`src/rtl/hazard_ctrl.sv`:
```
// Hazard/stall controller: load-use stall, branch flush, dmem freeze+timeout.
// Optional perf counters enabled by defining HAZ_PERF_CNT_EN.
module hazard_ctrl #(
    parameter int unsigned MEM_TIMEOUT = 255,
    parameter int unsigned WAIT_W      = 8
) (
    input  logic        clk,
    input  logic        rstn,
    input  logic [31:0] id_inst,
    input  logic [31:0] ex_inst,
    input  logic [31:0] mem_inst,
    input  logic        ex_br_taken,
    input  logic        dmem_ready,
    output logic        pc_we,
    output logic        if_id_we,
    output logic        id_ex_we,
    output logic        ex_mem_we,
    output logic        mem_wb_we,
    output logic        if_id_flush,
    output logic        id_ex_flush,
    output logic        mem_wb_flush,
    output logic        mem_err
`ifdef HAZ_PERF_CNT_EN
    ,
    output logic [31:0] stall_cycles,
    output logic [31:0] flush_count
`endif
);

    localparam logic [6:0] OP_LOAD  = 7'b0000011;
    localparam logic [6:0] OP_STORE = 7'b0100011;
    localparam logic [6:0] OP_LUI   = 7'b0110111;
    localparam logic [6:0] OP_AUIPC = 7'b0010111;
    localparam logic [6:0] OP_JAL   = 7'b1101111;
    localparam logic [6:0] OP_REG   = 7'b0110011;
    localparam logic [6:0] OP_BR    = 7'b1100011;
    localparam logic [WAIT_W-1:0] TMO = WAIT_W'(MEM_TIMEOUT);

    typedef enum logic [1:0] {
        RUN      = 2'd0,
        MEM_WAIT = 2'd1,
        ERR      = 2'd2
    } state_e;

    state_e            state_q, state_d;
    logic [WAIT_W-1:0] wait_cnt_q, wait_cnt_d;
    logic              mem_err_q, mem_err_d;

    logic [6:0] id_op;
    logic [4:0] ex_rd;
    logic       ex_ld, rs1_use, rs2_use, lu, mb;
    logic [WAIT_W-1:0] cnt_inc;

    // {pc, if_id, id_ex, ex_mem, mem_wb} enables and {if_id, id_ex, mem_wb} flushes
    logic [4:0] run_we, we_c;
    logic [2:0] run_fl, fl_c;

    assign id_op   = id_inst[6:0];
    assign ex_rd   = ex_inst[11:7];
    assign ex_ld   = (ex_inst[6:0] == OP_LOAD) && (ex_rd != 5'd0);
    assign rs1_use = !((id_op == OP_LUI) || (id_op == OP_AUIPC) ||
                       (id_op == OP_JAL));
    assign rs2_use = (id_op == OP_REG) || (id_op == OP_STORE) ||
                     (id_op == OP_BR);
    assign lu = ex_ld &&
                ((rs1_use && (id_inst[19:15] == ex_rd)) ||
                 (rs2_use && (id_inst[24:20] == ex_rd)));
    assign mb = ((mem_inst[6:0] == OP_LOAD) ||
                 (mem_inst[6:0] == OP_STORE)) && !dmem_ready;
    assign cnt_inc = wait_cnt_q + 1'b1;

    always_comb begin
        run_we = 5'b11111;
        run_fl = 3'b000;
        priority case (1'b1)
            mb: begin
                run_we = 5'b00000;
                run_fl = 3'b001;
            end
            ex_br_taken: run_fl = 3'b110;
            lu: begin
                run_we = 5'b00111;
                run_fl = 3'b010;
            end
            default: ;
        endcase
    end

    always_comb begin
        state_d    = state_q;
        wait_cnt_d = wait_cnt_q;
        mem_err_d  = mem_err_q;
        we_c       = run_we;
        fl_c       = run_fl;
        unique case (state_q)
            RUN: begin
                if (mb) begin
                    wait_cnt_d = WAIT_W'(1);
                    if (MEM_TIMEOUT <= 1) begin
                        state_d   = ERR;
                        mem_err_d = 1'b1;
                    end else begin
                        state_d = MEM_WAIT;
                    end
                end
            end
            MEM_WAIT: begin
                if (dmem_ready) begin
                    state_d    = RUN;
                    wait_cnt_d = '0;
                end else begin
                    we_c       = 5'b00000;
                    fl_c       = 3'b001;
                    wait_cnt_d = cnt_inc;
                    // this cycle is the MEM_TIMEOUT-th frozen one
                    if (cnt_inc >= TMO) begin
                        state_d   = ERR;
                        mem_err_d = 1'b1;
                    end
                end
            end
            ERR: begin
                we_c = 5'b00000;
                fl_c = 3'b000;
            end
            default: begin
                state_d = RUN;
                we_c    = 5'b00000;
                fl_c    = 3'b000;
            end
        endcase
    end

    always_ff @(posedge clk or negedge rstn) begin
        if (!rstn) begin
            state_q    <= RUN;
            wait_cnt_q <= '0;
            mem_err_q  <= 1'b0;
        end else begin
            state_q    <= state_d;
            wait_cnt_q <= wait_cnt_d;
            mem_err_q  <= mem_err_d;
        end
    end

    assign pc_we        = rstn & we_c[4];
    assign if_id_we     = rstn & we_c[3];
    assign id_ex_we     = rstn & we_c[2];
    assign ex_mem_we    = rstn & we_c[1];
    assign mem_wb_we    = rstn & we_c[0];
    assign if_id_flush  = rstn & fl_c[2];
    assign id_ex_flush  = rstn & fl_c[1];
    assign mem_wb_flush = rstn & fl_c[0];
    assign mem_err      = mem_err_q;

`ifdef HAZ_PERF_CNT_EN
    logic [31:0] stall_q, flush_q;

    always_ff @(posedge clk or negedge rstn) begin
        if (!rstn) begin
            stall_q <= '0;
            flush_q <= '0;
        end else begin
            if (!pc_we && state_q != ERR) stall_q <= stall_q + 32'd1;
            if (if_id_flush) flush_q <= flush_q + 32'd1;
        end
    end

    assign stall_cycles = stall_q;
    assign flush_count  = flush_q;
`endif

endmodule

```
`config.mk`:
```
export PLATFORM = sky130hd
export DESIGN_NAME = hazard_ctrl
export DESIGN_NICKNAME = d
export VERILOG_FILES = /design/src/rtl/hazard_ctrl.sv
export SDC_FILE = /design/constraint.sdc
export NUM_CORES = 1
export LEC_CHECK = 0
export ABC_AREA = 0
export BUFFER_PORTS_ARGS = -buffer_cell sky130_fd_sc_hd__buf_2
export CORE_AREA = 2 2 56 58
export DETAILED_ROUTE_END_ITERATION = 10
export DIE_AREA = 0 0 58 60
export PLACE_DENSITY_LB_ADDON = 0.12
export SLEW_MARGIN = 25
export SYNTH_ARGS = -nofsm -noshare
export SYNTH_HDL_FRONTEND = slang
export SYNTH_SLANG_ARGS = --single-unit
```
`constraint.sdc`:
```
create_clock -name clk -period 1.7 [get_ports clk]
set_clock_uncertainty 0.15 [all_clocks]
set_input_delay 0.085 -clock clk [delete_from_list [all_inputs] [get_ports clk]]
set_output_delay 0.085 -clock clk [all_outputs]
set_load 0.1 [all_outputs]
```
[Yosys cells after proc, flatten, opt, wreduce, memory -nomap -nowiden]
Index checks and enable logic that the tools add are counted.
Word-level totals
  logic and storage cells: 66
  memories kept: 0
  RAM bits: 0
  bits in registers: 11
  ROM bits: 0
  output and inout bits: 9
  bits in latches: 0
Cells by class
  equal/unequal tests: 15
  bitwise gates (word level): 10
  reductions and logical operators: 19
  $mul: 0
  div/mod/pow operators: 0
  mux-type cells: 17
  add/sub/neg operators: 1
  magnitude comparators: 1
  shifts and indexed selects: 0
Operators with widths (count)
  == test 7 x 6 -> 1 bit, second input constant: 4
  two-way mux 5 bit: 4
  two-way mux 8 bit: 2
  one-hot mux 8 bit (2 select lines): 1
  == test 7 x 2 -> 1 bit, second input constant: 2
  == test 7 bit, second input constant: 2
  == test 5 bit: 2
  one-hot mux 5 bit (2 select lines): 1
  two-way mux 3 bit: 3
  adder 8 x 1 -> 8 bit, second input constant: 1
  AND 1 bit: 8
  >= comparator 8 bit, second input constant: 1
  two-way mux 2 bit: 4
  == test 7 x 5 -> 1 bit, second input constant: 1
  logical OR 1 bit: 6
  one-hot mux 2 bit (3 select lines): 1
  one-hot mux 3 bit (2 select lines): 1
  AND reduction 3 bit: 2
  logical AND 1 bit: 5
  nonzero test 5 bit: 1
  != test 3 bit, second input constant: 1
  == test 2 x 1 -> 1 bit, second input constant: 1
  == test 2 bit, second input constant: 1
  zero test 1 bit: 2
  other kinds (5): 6

[Longest topological paths before layout]
Gate-level depths: netlist (run 1).
  word-level depth: 13
  depth in mapped cells: 5
  depth with buffers taken out: 5

[Worst setup path after synthesis (run 1)]
Ideal clock, no wire load.
  kind: register -> output
  from: register state_q[1]
  to: output port pc_we
  setup slack: -2117 ps
  stages on the path, launching flop included: 6
  data arrival time: 3582 ps
  buffers on the path: 2
  cell sequence: dfrtp_1 clkbuf_1 nor2_1 o221ai_1 o21ai_0 buf_4
On the way
  word-level cells in the longest chain between the ends: 3
  elaborated cells on any way between the ends: 4
  classes of those cells: 1 x eq/ne; 1 x mux; 1 x bitwise; 1 x reduce/logical
RTL lines
  start: declaration: RTL line 45  | state_e state_q, state_d;
  start signal: assignment: RTL line 140  | state_q <= state_d;
  == test 2 x 1 -> 1 bit or zero test 2 bit (tied branches): RTL line 95  | unique case (state_q)
  one-hot mux 5 bit (2 select lines) (*): RTL line 95
  AND 1 bit (*): RTL line 146  | assign pc_we = rstn & we_c[4];
  end: declaration: RTL line 14  | output logic pc_we,
Every way passes the cells marked *; elsewhere a longest branch is shown, timed or not.

[Final worst setup path (run 1)]
  from: register state_q[0]
  to: output port if_id_we
On the way
  word-level cells in the longest chain between the ends: 3
  elaborated cells on any way between the ends: 4
  classes of those cells: 1 x eq/ne; 1 x mux; 1 x bitwise; 1 x reduce/logical
RTL lines
  == test 2 x 1 -> 1 bit or zero test 2 bit (tied branches): RTL line 95
  one-hot mux 5 bit (2 select lines) (*): RTL line 95
  AND 1 bit (*): RTL line 147  | assign if_id_we = rstn & we_c[3];
  end: declaration: RTL line 15  | output logic if_id_we,
Marked as above.

==> Implementation_results.wiki, run 1 <==
{| class="wikitable"
! Metric !! Value
|-
| Path type of the worst min-delay path || in -> async
|-
| Leading area contributor after synthesis || dfrtp_1
|-
| Slew Limit Fails || 0
|-
| Clk Latency, worst-skew pair || 270 ps
|-
| Total power consumption of the routed design || 864 uW
|-
| Final setup violating endpoints || 3
|-
| Number of cell rows || 20
|-
| Count of input and output buffers || 47
|-
| Full die area || 3480 um^2
|-
| CP Launch Point || state_q[0]$_DFFE_PN0P_
|-
| I/O Pins || 109
|-
| Routability cong. || 0.833
|-
| Clock-pin slew of the registers on the worst-case setup and hold paths || 80 ps
|-
| Wire length of the first global-routing pass || 4290 um
|-
| Cell types occupying the most area after synthesis || dfrtp_1 30%, xnor2_1 9.7%, xor2_1 2.9%, a31oi_1 2.8%, ha_1 2.8%
|-
| Outcome || finished with violations
|-
| Initial Util || 31.2%
|-
| Number of different library cells in the post-synthesis netlist || 43
|-
| Post-detailed-route DRC marker count || 0
|-
| Final-layout setup total negative slack || -193 ps
|-
| Vias after detailed routing || 1015
|-
| Antenna violations before repair || 0
|-
| Total gr overflow || 0
|-
| Cell Count Post-Placement || 188
|-
| Final core area utilization || 50.0%
|-
| DRT Pass-1 Iters || 4
|-
| Detailed-placement wirelength estimate || 2170 um
|-
| Instance count of the mapped netlist || 103
|-
| Violated checks || setup timing
|-
| Placeable core area || 2900 um^2
|-
| Final worst-path setup slack || -92.7 ps
|-
| Number of filler cells placed in the layout || 282
|-
| Synth Cell Area || 905 um^2
|-
| Post-detailed-placement cell area || 1350 um^2
|-
| Max Cap Violations || 0
|-
| Nature of the critical path endpoint || output pin
|-
| Layout Area Growth over Synthesis || 60.6%
|-
| Syn. warnings || 0
|-
| Launching element type of the critical path || flop
|-
| Final Net Count || 265
|-
| Final design area excluding fillers || 1450 um^2
|-
| TritonCTS clock tree || built
|-
| Share of layout cells above drive strength 1 || 50.6%
|-
| Maximum fanout along the worst path || 5
|-
| Achievable Freq || 558 MHz
|-
| Leading cell types in the layout, fill and taps excluded || 39 x buf_2, 16 x buf_4, 11 x dfrtp_1
|-
| Inserted Clock Buffers || 3
|-
| All-layer global routing usage || 16.0%
|-
| Die outline width || 58 um
|-
| Via count of the first global-routing pass || 1014
|-
| Vias per inst || 5.21
|-
| Final critical-path share of the clock period || 105%
|-
| Clock tree sinks || 11
|-
| Count of inserted antenna diode cells || 0
|-
| Number of enable flip-flop cells after synthesis || 0
|-
| Iteration-0 DRC count of the detailed router || 28
|-
| Critical path class || reg -> out
|-
| CTS HTree Levels || 1
|-
| Post-synthesis average cell area || 8.78 um^2
|-
| Launching point of the worst reg2reg path || state_q[0]$_DFFE_PN0P_
|-
| Pleak || 0.000644 uW
|-
| Rel. slew slack || 68.1%
|-
| Share of the synthesized area in the top cell type || 30.4%
|-
| Async set-or-reset flop fraction in the synthesized netlist || 100%
|-
| CTS root buf || clkbuf_4
|-
| Register area share after synthesis || 30.4%
|-
| Data required time at the worst endpoint || 1460 ps
|-
| Unrepaired setup endpoints after global routing || true
|-
| Tightest Pin Transition || 482 ps
|-
| Power density normalized to cell area || 595 nW/um^2
|-
| Finished Layout Cells || 195
|-
| Avg WL per Cell || 13.3 um
|-
| Commonest non-fill, non-tap cell in the layout || buf_2
|-
| Number of nets in the synthesized netlist || 205
|-
| Worst Path Arrival || 1560 ps
|-
| Hold Violations, Final || 0
|-
| Most used flip-flop cell after synthesis || dfrtp_1
|-
| Aggregate routed wire length || 2590 um
|-
| Buffer depth of the longest clock path || 2
|-
| Maximum number of pins on one net before global-route repair || 12
|-
| Height of the chip || 60 um
|-
| Final Critical Period || 1790 ps
|-
| Worst VDD drop || 364 uV
|-
| Flip-flop and latch count after synthesis || 11
|-
| Count of nets left with antenna violations after detail routing || 0
|}
==> per-layer routing <==
layer / track usage (%) / routed length [um] / vias up
met5: 0 / 0 / -
li1: - / - / 502
met1: 20.3 / 1150 / 482
met3: 4.76 / 165 / 0
met2: 27.9 / 1280 / 31
met4: 1.33 / 0 / 0
==> through the flow <==
stage | hold WS [ps] | worst slack, ps
CTS | 152 | -113
global placement | -116 | -7.53
floorplan | -361 | -153
detailed placement | -110 | 1.80
global route | 176 | -182
finish | 138 | -92.7
==> critical path: stages (launching register included) <==
cell and delay [ps]:
dfrtp_1 410, a31oi_4 210, buf_6 130, o221ai_2 100, o21ai_4 230, buf_12 210
==> cells in the mapped netlist, drive strengths merged (2+ instances only) <==
library cell and n:
dfrtp 11, xnor2 10, inv 6, nand2 6
o21ai 5, a31oi 4, buf 4, nand3 4
nor2 4, a21oi 3, clkbuf 3, nor4 3
o21a 3, xor2 3, a41oi 2, and2 2
and3 2, ha 2, nand4 2, nor3b 2
o221ai 2, or3 2
==> where the power goes <==
group / internal, uW / switching [uW]
sequential: 297 / 45.5
clock: 90.8 / 91.7
combinational: 154 / 185
==> area by class of cell <==
type	instances	area, um^2	area share [%]
tap	33	41.3	2.84
sequential	11	275	18.9
timing repair buffer	62	437	30.1
multi-input combinational	79	651	44.8
inverter	6	22.5	1.55
clock buffer	4	26.3	1.81
==> flip-flops by register name (all words and copies together), names as in the netlist <==
name	cells
mem_err	1
state_q	2
wait_cnt_q	8
==> path summary, 6_finish.rpt <==
path | to | slack, ps | cells after the start
max reg2reg | wait_cnt_q[7]$_DFFE_PN0P_ | 50 | 5
max | if_id_we | -90 | 5
min in group clk | wait_cnt_q[1]$_DFFE_PN0P_ | 170 | 3
max in group asynchronous | state_q[1]$_DFFE_PN0P_ | 1110 | 3
min reg2reg | mem_err$_DFFE_PN0P_ | 310 | 1
min | wait_cnt_q[4]$_DFFE_PN0P_ | 140 | 3
==> cells by family after synthesis <==
kind of cell / count (synthesis) / synth area share [%]
flip-flops: 11 / 30.4
AO/OA/AOI/OAI: 32 / 26.4
XOR/XNOR: 13 / 12.6
AND/OR/NAND/NOR: 32 / 21.0
adder cells (fa/ha/maj): 2 / 2.77
buffers and inverters: 13 / 6.78
==> what timing repair did <==
| item | in CTS | in global routing |
|---|---|---|
| hold buffers | 1 | 0 |
| endpoints found under the hold margin | 11 | 0 |
| pin swaps | 5 | 4 |
| endpoints found under the setup margin | 10 | 10 |
| gates resized for setup | 7 | 6 |
| buffers inserted | 2 | 0 |
No activity file was read; power rests on OpenSTA's default activity.
==> inputs of run 2 (changes only) <==
--- a/config.mk
+++ b/config.mk
@@ -8,6 +8,7 @@
 export ABC_AREA = 0
 export BUFFER_PORTS_ARGS = -buffer_cell sky130_fd_sc_hd__buf_2
 export CORE_AREA = 2 2 56 58
+export CTS_CLUSTER_SIZE = 8
 export DETAILED_ROUTE_END_ITERATION = 10
 export DIE_AREA = 0 0 58 60
 export PLACE_DENSITY_LB_ADDON = 0.12
==> constraint.sdc (replaced) <==
create_clock -name clk -period 1.7 [get_ports clk]
set_clock_uncertainty 0.15 [all_clocks]
set_input_delay 0.17 -clock clk [delete_from_list [all_inputs] [get_ports clk]]
set_output_delay 0.17 -clock clk [all_outputs]
set_load 0.1 [all_outputs]
==> Implementation_results.wiki, run 2 (synthesized netlist as in run 1, its figures left out) <==
{| class="wikitable"
! Metric !! Value
|-
| Share of layout cells above drive strength 1 || 56.7% (was 50.6%)
|-
| Commonest non-fill, non-tap cell in the layout || buf_2 (unchanged)
|-
| Count of inserted antenna diode cells || 0 (unchanged)
|-
| Data required time at the worst endpoint || 1380 ps (was 1460 ps)
|-
| Final core area utilization || 56.6% (was 50.0%)
|-
| All-layer global routing usage || 17.3% (was 16.0%)
|-
| Iteration-0 DRC count of the detailed router || 32 (was 28)
|-
| Buffer depth of the longest clock path || 2 (unchanged)
|-
| Maximum number of pins on one net before global-route repair || 12 (unchanged)
|-
| Worst slack after detailed placement || -188 ps (was 1.80 ps)
|-
| Initial Util || 31.2% (unchanged)
|-
| Outcome || finished with violations (unchanged)
|-
| Hold Violations, Final || 0 (unchanged)
|-
| Vias per inst || 5.14 (was 5.21)
|-
| Inserted Clock Buffers || 3 (unchanged)
|-
| Path type of the worst min-delay path || in -> async (unchanged)
|-
| Placeable core area || 2900 um^2 (unchanged)
|-
| CTS root buf || clkbuf_4 (unchanged)
|-
| Launching element type of the critical path || input pin (was flop)
|-
| Maximum fanout along the worst path || 4 (was 5)
|-
| Clock-pin slew of the registers on the worst-case setup and hold paths || 80 ps (about the same)
|-
| Final critical-path share of the clock period || 111% (was 105%)
|-
| Total gr overflow || 0 (unchanged)
|-
| Vias after detailed routing || 1049 (was 1015)
|-
| Worst Path Arrival || 1560 ps (about the same)
|-
| Wire length of the first global-routing pass || 4510 um (was 4290 um)
|-
| Via count of the first global-routing pass || 1007 (was 1014)
|-
| Number of flip-flops under the largest register name || 8 (unchanged)
|-
| Pleak || 0.000734 uW (was 0.000644 uW)
|-
| Height of the chip || 60 um (unchanged)
|-
| Detailed-placement wirelength estimate || 2070 um (was 2170 um)
|-
| Share of total power in the clock network || 20.9% (was 21.1%)
|-
| Achievable Freq || 532 MHz (was 558 MHz)
|-
| Count of nets left with antenna violations after detail routing || 0 (unchanged)
|-
| Slew Limit Fails || 0 (unchanged)
|-
| Antenna violations before repair || 0 (unchanged)
|-
| I/O Pins || 109 (unchanged)
|-
| Nature of the critical path endpoint || output pin (unchanged)
|-
| Leading cell types in the layout, fill and taps excluded || 39 x buf_2, 16 x buf_4, 11 x dfrtp_1 (unchanged)
|-
| Avg WL per Cell || 14.3 um (was 13.3 um)
|-
| Area occupied by registers || 275 um^2 (unchanged)
|-
| Critical path buffers and inverters || 3 (was 2)
|-
| Max stage delay on crit path || 380 ps (was 410 ps)
|-
| Switching power total || 350 uW (was 322 uW)
|-
| Part of the power in registers || 36.2% (was 39.7%)
|-
| Rel. slew slack || 68.0% (was 68.1%)
|-
| Clock tree sinks || 11 (unchanged)
|-
| Cell family with most CP delay || simple AND/OR/NAND/NOR gates (was compound AO/OA/AOI/OAI gates)
|-
| Violated checks || setup timing (unchanged)
|-
| Count of input and output buffers || 47 (unchanged)
|-
| Final worst-path setup slack || -180 ps (was -92.7 ps)
|-
| Switching Fraction || 37.8% (was 37.3%)
|-
| Tightest Pin Transition || 484 ps (was 482 ps)
|-
| Int Power || 578 uW (was 542 uW)
|-
| Final Net Count || 274 (was 265)
|-
| Final setup violating endpoints || 8 (was 3)
|-
| Routability cong. || 0.765 (was 0.833)
|-
| Clk Latency, worst-skew pair || 280 ps (was 270 ps)
|-
| Register with the most flip-flops || wait_cnt_q (unchanged)
|-
| Full die area || 3480 um^2 (unchanged)
|-
| CP cell instances || buf_2 -> nor4_2 -> buf_4 -> a31oi_4 -> or3_1 -> nor2_4 -> buf_12 (was a31oi_4 -> buf_6 -> o221ai_2 -> o21ai_4 -> buf_12)
|-
| Combinational share of power || 42.9% (was 39.2%)
|-
| Aggregate routed wire length || 2920 um (was 2590 um)
|-
| DRT Pass-1 Iters || 4 (unchanged)
|-
| Max Cap Violations || 0 (unchanged)
|-
| Die outline width || 58 um (unchanged)
|-
| Slowest library cell on the worst path || or3_1 (was dfrtp_1)
|-
| Final Critical Period || 1880 ps (was 1790 ps)
|-
| Footprint of the multi-input gates || 706 um^2 (was 651 um^2)
|-
| Layout Area Growth over Synthesis || 81.7% (was 60.6%)
|-
| Power density normalized to cell area || 565 nW/um^2 (was 595 nW/um^2)
|-
| TritonCTS clock tree || built (unchanged)
|-
| CTS HTree Levels || 1 (unchanged)
|-
| Number of cell rows || 20 (unchanged)
|-
| Unrepaired setup endpoints after global routing || true (unchanged)
|-
| Worst VDD drop || 426 uV (was 364 uV)
|-
| Post-detailed-route DRC marker count || 0 (unchanged)
|-
| Critical path class || in -> out (was reg -> out)
|-
| Number of filler cells placed in the layout || 263 (was 282)
|}
## run 2: timing repair
| item | 4_1_cts | 5_1_grt |
|---|---|---|
| buffers inserted | 2 | 4 |
| gates cloned | 0 | 1 |
| hold buffers | 1 | 0 |
| pin swaps | 6 | 6 |
| resized for setup | 21 | 14 |
| hold endpoints to repair | 11 | 0 |
| setup endpoints to repair | 8 | 14 |
## run 2: tightest hold or removal path, stage by stage
cell           delay [ps]
buf_2                  80
dlygate4sd3_1         540
buf_4                 200
## run 2: layout make-up
| class | count | area share (%) |
|---|---|---|
| Multi-Input combinational cell | 79 | 42.9 |
| Timing Repair Buffer | 71 | 34.9 |
| Sequential cell | 11 | 16.7 |
| Tap cell | 33 | 2.51 |
| Clock buffer | 4 | 1.60 |
| Inverter | 6 | 1.37 |
## run 2: power by group through the flow
| stage | sequential, uW | combinational, uW | clock (uW) |
|---|---|---|---|
| after floorplan | 329 | 222 | 0 |
| after global placement | 338 | 333 | 0 |
| after detailed placement | 339 | 341 | 0 |
| after CTS | 334 | 377 | 193 |
| after global routing | 344 | 433 | 212 |
| final | 336 | 398 | 194 |
## run 2: through the flow
| stage | cells | instance area (um^2) | TNS [ps] | power (uW) | hold slack, ps |
|---|---|---|---|---|---|
| finish | 204 | 1640 | -873 | 928 | 207 |
| global route | 204 | 1640 | -1440 | 989 | 231 |
| CTS | 199 | 1550 | -986 | 903 | 217 |
| detailed placement | 192 | 1390 | -1100 | 680 | -28.8 |
| global placement | 192 | 1390 | -1290 | 671 | -31.2 |
| floorplan | 103 | 992 | -882 | 552 | -276 |
## run 2: worst paths after layout
kind / slack (ps) / cells past startpoint / to / start
setup / recovery: -180 / 7 / mem_wb_flush / mem_inst[3]
hold / removal: 210 / 3 / state_q[1]$_DFFE_PN0P_ / rstn
setup reg to reg: 60 / 7 / wait_cnt_q[2]$_DFFE_PN0P_ / state_q[0]$_DFFE_PN0P_
hold reg to reg: 320 / 1 / mem_err$_DFFE_PN0P_ / mem_err$_DFFE_PN0P_
max in group asynchronous: 1040 / 3 / state_q[0]$_DFFE_PN0P_ / rstn
min in group clk: 250 / 3 / wait_cnt_q[1]$_DFFE_PN0P_ / dmem_ready
## run 2: layer usage
metal	global-route usage [%]	vias up	wire (um)	share of wire (%)
met2	32.1	36	1530	52
li1	-	523	-	-
met1	19.8	485	1150	39
met5	0	-	0	0
met3	1.95	5	189	6.5
met4	7.97	0	50	1.7
==> inputs of run 3 (changes only) <==
--- a/config.mk
+++ b/config.mk
@@ -11,7 +11,8 @@
 export CTS_CLUSTER_SIZE = 8
 export DETAILED_ROUTE_END_ITERATION = 10
 export DIE_AREA = 0 0 58 60
-export PLACE_DENSITY_LB_ADDON = 0.12
+export MAX_ROUTING_LAYER = met4
+export PLACE_DENSITY = 0.77
 export SLEW_MARGIN = 25
 export SYNTH_ARGS = -nofsm -noshare
 export SYNTH_HDL_FRONTEND = slang
==> Implementation_results.wiki, run 3 (synthesized netlist as in run 1, its figures left out) <==
{| class="wikitable"
! Metric !! Value
|-
| All-layer global routing usage || 17.3% (about the same)
|-
| Clock-pin slew of the registers on the worst-case setup and hold paths || 80 ps (about the same)
|-
| Violated checks || setup timing (unchanged)
|-
| Power density normalized to cell area || 573 nW/um^2 (was 565 nW/um^2)
|-
| Final Net Count || 267 (was 274)
|-
| Via count of the first global-routing pass || 1086 (was 1007)
|-
| Vias after detailed routing || 1040 (was 1049)
|-
| Rel. slew slack || 67.7% (was 68.0%)
|-
| Maximum number of pins on one net before global-route repair || 12 (unchanged)
|-
| Final worst-path setup slack || -198 ps (was -180 ps)
|-
| Antenna violations before repair || 0 (unchanged)
|-
| Final design area excluding fillers || 1550 um^2 (was 1640 um^2)
|-
| Avg WL per Cell || 14.4 um (was 14.3 um)
|-
| Critical path class || reg -> out (was in -> out)
|-
| Full die area || 3480 um^2 (unchanged)
|-
| Aggregate routed wire length || 2840 um (was 2920 um)
|-
| Tightest Pin Transition || 478 ps (was 484 ps)
|-
| Cell family with most CP delay || flip-flops (was simple AND/OR/NAND/NOR gates)
|-
| Number of cell rows || 20 (unchanged)
|-
| Height of the chip || 60 um (unchanged)
|-
| CP cell instances || a31oi_4 -> buf_4 -> o21a_4 -> and2_4 -> buf_12 (was buf_2 -> nor4_2 -> buf_4 -> a31oi_4 -> or3_1 -> nor2_4 -> buf_12)
|-
| Slew Limit Fails || 0 (unchanged)
|-
| Final-layout setup total negative slack || -990 ps (was -873 ps)
|-
| Launching element type of the critical path || flop (was input pin)
|-
| CTS HTree Levels || 1 (unchanged)
|-
| Max Cap Violations || 0 (unchanged)
|-
| Detailed-placement wirelength estimate || 2150 um (was 2070 um)
|-
| Buffer depth of the longest clock path || 2 (unchanged)
|-
| Post-detailed-route DRC marker count || 0 (unchanged)
|-
| Placeable core area || 2900 um^2 (unchanged)
|-
| Final critical-path share of the clock period || 112% (was 111%)
|-
| Commonest non-fill, non-tap cell in the layout || buf_2 (unchanged)
|-
| DRT Pass-1 Iters || 4 (unchanged)
|-
| Unrepaired setup endpoints after global routing || true (unchanged)
|-
| Nature of the critical path endpoint || output pin (unchanged)
|-
| Critical path buffers and inverters || 2 (was 3)
|-
| Pleak || 0.000683 uW (was 0.000734 uW)
|-
| Worst Path Arrival || 1580 ps (was 1560 ps)
|-
| Post-detailed-placement cell area || 1380 um^2 (was 1390 um^2)
|-
| Number of flip-flops under the largest register name || 8 (unchanged)
|-
| CTS root buf || clkbuf_4 (unchanged)
|-
| Number of filler cells placed in the layout || 250 (was 263)
|-
| I/O Pins || 109 (unchanged)
|-
| Routability cong. || 0.854 (was 0.765)
|-
| Launching point of the worst reg2reg path || state_q[0]$_DFFE_PN0P_ (unchanged)
|-
| Inserted Clock Buffers || 3 (unchanged)
|-
| Final setup violating endpoints || 8 (unchanged)
|-
| Area occupied by registers || 275 um^2 (unchanged)
|-
| Data required time at the worst endpoint || 1380 ps (about the same)
|-
| Achievable Freq || 527 MHz (was 532 MHz)
|-
| Max stage delay on crit path || 410 ps (was 380 ps)
|-
| Final Critical Period || 1900 ps (was 1880 ps)
|-
| Clock tree sinks || 11 (unchanged)
|-
| Initial Util || 31.2% (unchanged)
|-
| Path type of the worst min-delay path || in -> async (unchanged)
|-
| Count of nets left with antenna violations after detail routing || 0 (unchanged)
|-
| Maximum fanout along the worst path || 5 (was 4)
|-
| Footprint of the multi-input gates || 678 um^2 (was 706 um^2)
|-
| Wire length of the first global-routing pass || 4540 um (was 4510 um)
|-
| Register with the most flip-flops || wait_cnt_q (unchanged)
|-
| CP Launch Point || state_q[0]$_DFFE_PN0P_ (was mem_inst[3])
|-
| Hold Violations, Final || 0 (unchanged)
|-
| Slowest library cell on the worst path || dfrtp_1 (was or3_1)
|-
| TritonCTS clock tree || built (unchanged)
|-
| Leading cell types in the layout, fill and taps excluded || 35 x buf_2, 15 x buf_4, 11 x dfrtp_1 (was 39 x buf_2, 16 x buf_4, 11 x dfrtp_1)
|-
| Count of inserted antenna diode cells || 0 (unchanged)
|-
| Outcome || finished with violations (unchanged)
|-
| Share of layout cells above drive strength 1 || 53.0% (was 56.7%)
|-
| Count of input and output buffers || 47 (unchanged)
|-
| Vias per inst || 5.28 (was 5.14)
|-
| Iteration-0 DRC count of the detailed router || 47 (was 32)
|-
| Worst VDD drop || 554 uV (was 426 uV)
|-
| Die outline width || 58 um (unchanged)
|-
| Layout Area Growth over Synthesis || 71.8% (was 81.7%)
|-
| Total gr overflow || 0 (unchanged)
|-
| Clk Latency, worst-skew pair || 280 ps (about the same)
|}
[run 3: through the flow]
| stage | worst slack, ps | power [uW] | util (%) | cells | hold WS, ps |
|---|---|---|---|---|---|
| after global routing | -251 | 946 | 53.5 | 197 | 261 |
| after CTS | -186 | 877 | 51.5 | 196 | 210 |
| final | -198 | 890 | 53.5 | 197 | 215 |
| after global placement | -213 | 658 | 47.5 | 190 | -26.5 |
| after detailed placement | -197 | 673 | 47.5 | 190 | -21.9 |
| after floorplan | -238 | 552 | - | 103 | -276 |
[run 3: per-layer routing]
metal / wire length, um / vias to the layer above / GRT usage [%]
met5: 0 / - / -
met4: 30 / 0 / 5.65
met3: 231 / 3 / 2.81
met2: 1480 / 44 / 33.8
met1: 1100 / 491 / 17.4
li1: - / 502 / -
[run 3: repair_timing]
action | in CTS | in global routing
endpoints found under the hold margin | 11 | 0
pin swaps | 8 | 1
endpoints found under the setup margin | 8 | 13
buffers inserted | 1 | 1
resized for setup | 16 | 11
hold buffers | 1 | 0
[run 3: worst reg2reg max path: cells and delay by family (launching register included)]
family | cells | cell delay [ps]
AO/OA/AOI/OAI | 2 | 470
AND/OR/NAND/NOR | 1 | 410
flip-flops | 1 | 400
buffers and inverters | 2 | 180
[run 3: power by group]
| part | internal [uW] | switching, uW | total (uW) |
|---|---|---|---|
| clock network | 87.5 | 97.0 | 185 |
| logic | 170 | 199 | 369 |
| registers | 298 | 38.5 | 336 |
[run 3: area by class of cell]
class | instances | area share, %
multi-input cells | 79 | 43.6
repair buffers | 64 | 32.8
flip-flops and latches | 11 | 17.7
well taps | 33 | 2.66
clock buffers | 3 | 1.45
clock inverters | 1 | 0.322
inverters | 6 | 1.45
[run 3: path summary, 6_finish.rpt]
| kind | cells after the start | slack [ps] | endpoint |
|---|---|---|---|
| min reg2reg | 1 | 340 | mem_err$_DFFE_PN0P_ |
| max reg2reg | 5 | 10 | wait_cnt_q[7]$_DFFE_PN0P_ |
| max | 5 | -200 | if_id_flush |
| min in group clk | 4 | 290 | state_q[0]$_DFFE_PN0P_ |
| min | 3 | 220 | wait_cnt_q[6]$_DFFE_PN0P_ |
| max in group asynchronous | 3 | 1030 | wait_cnt_q[3]$_DFFE_PN0P_ |
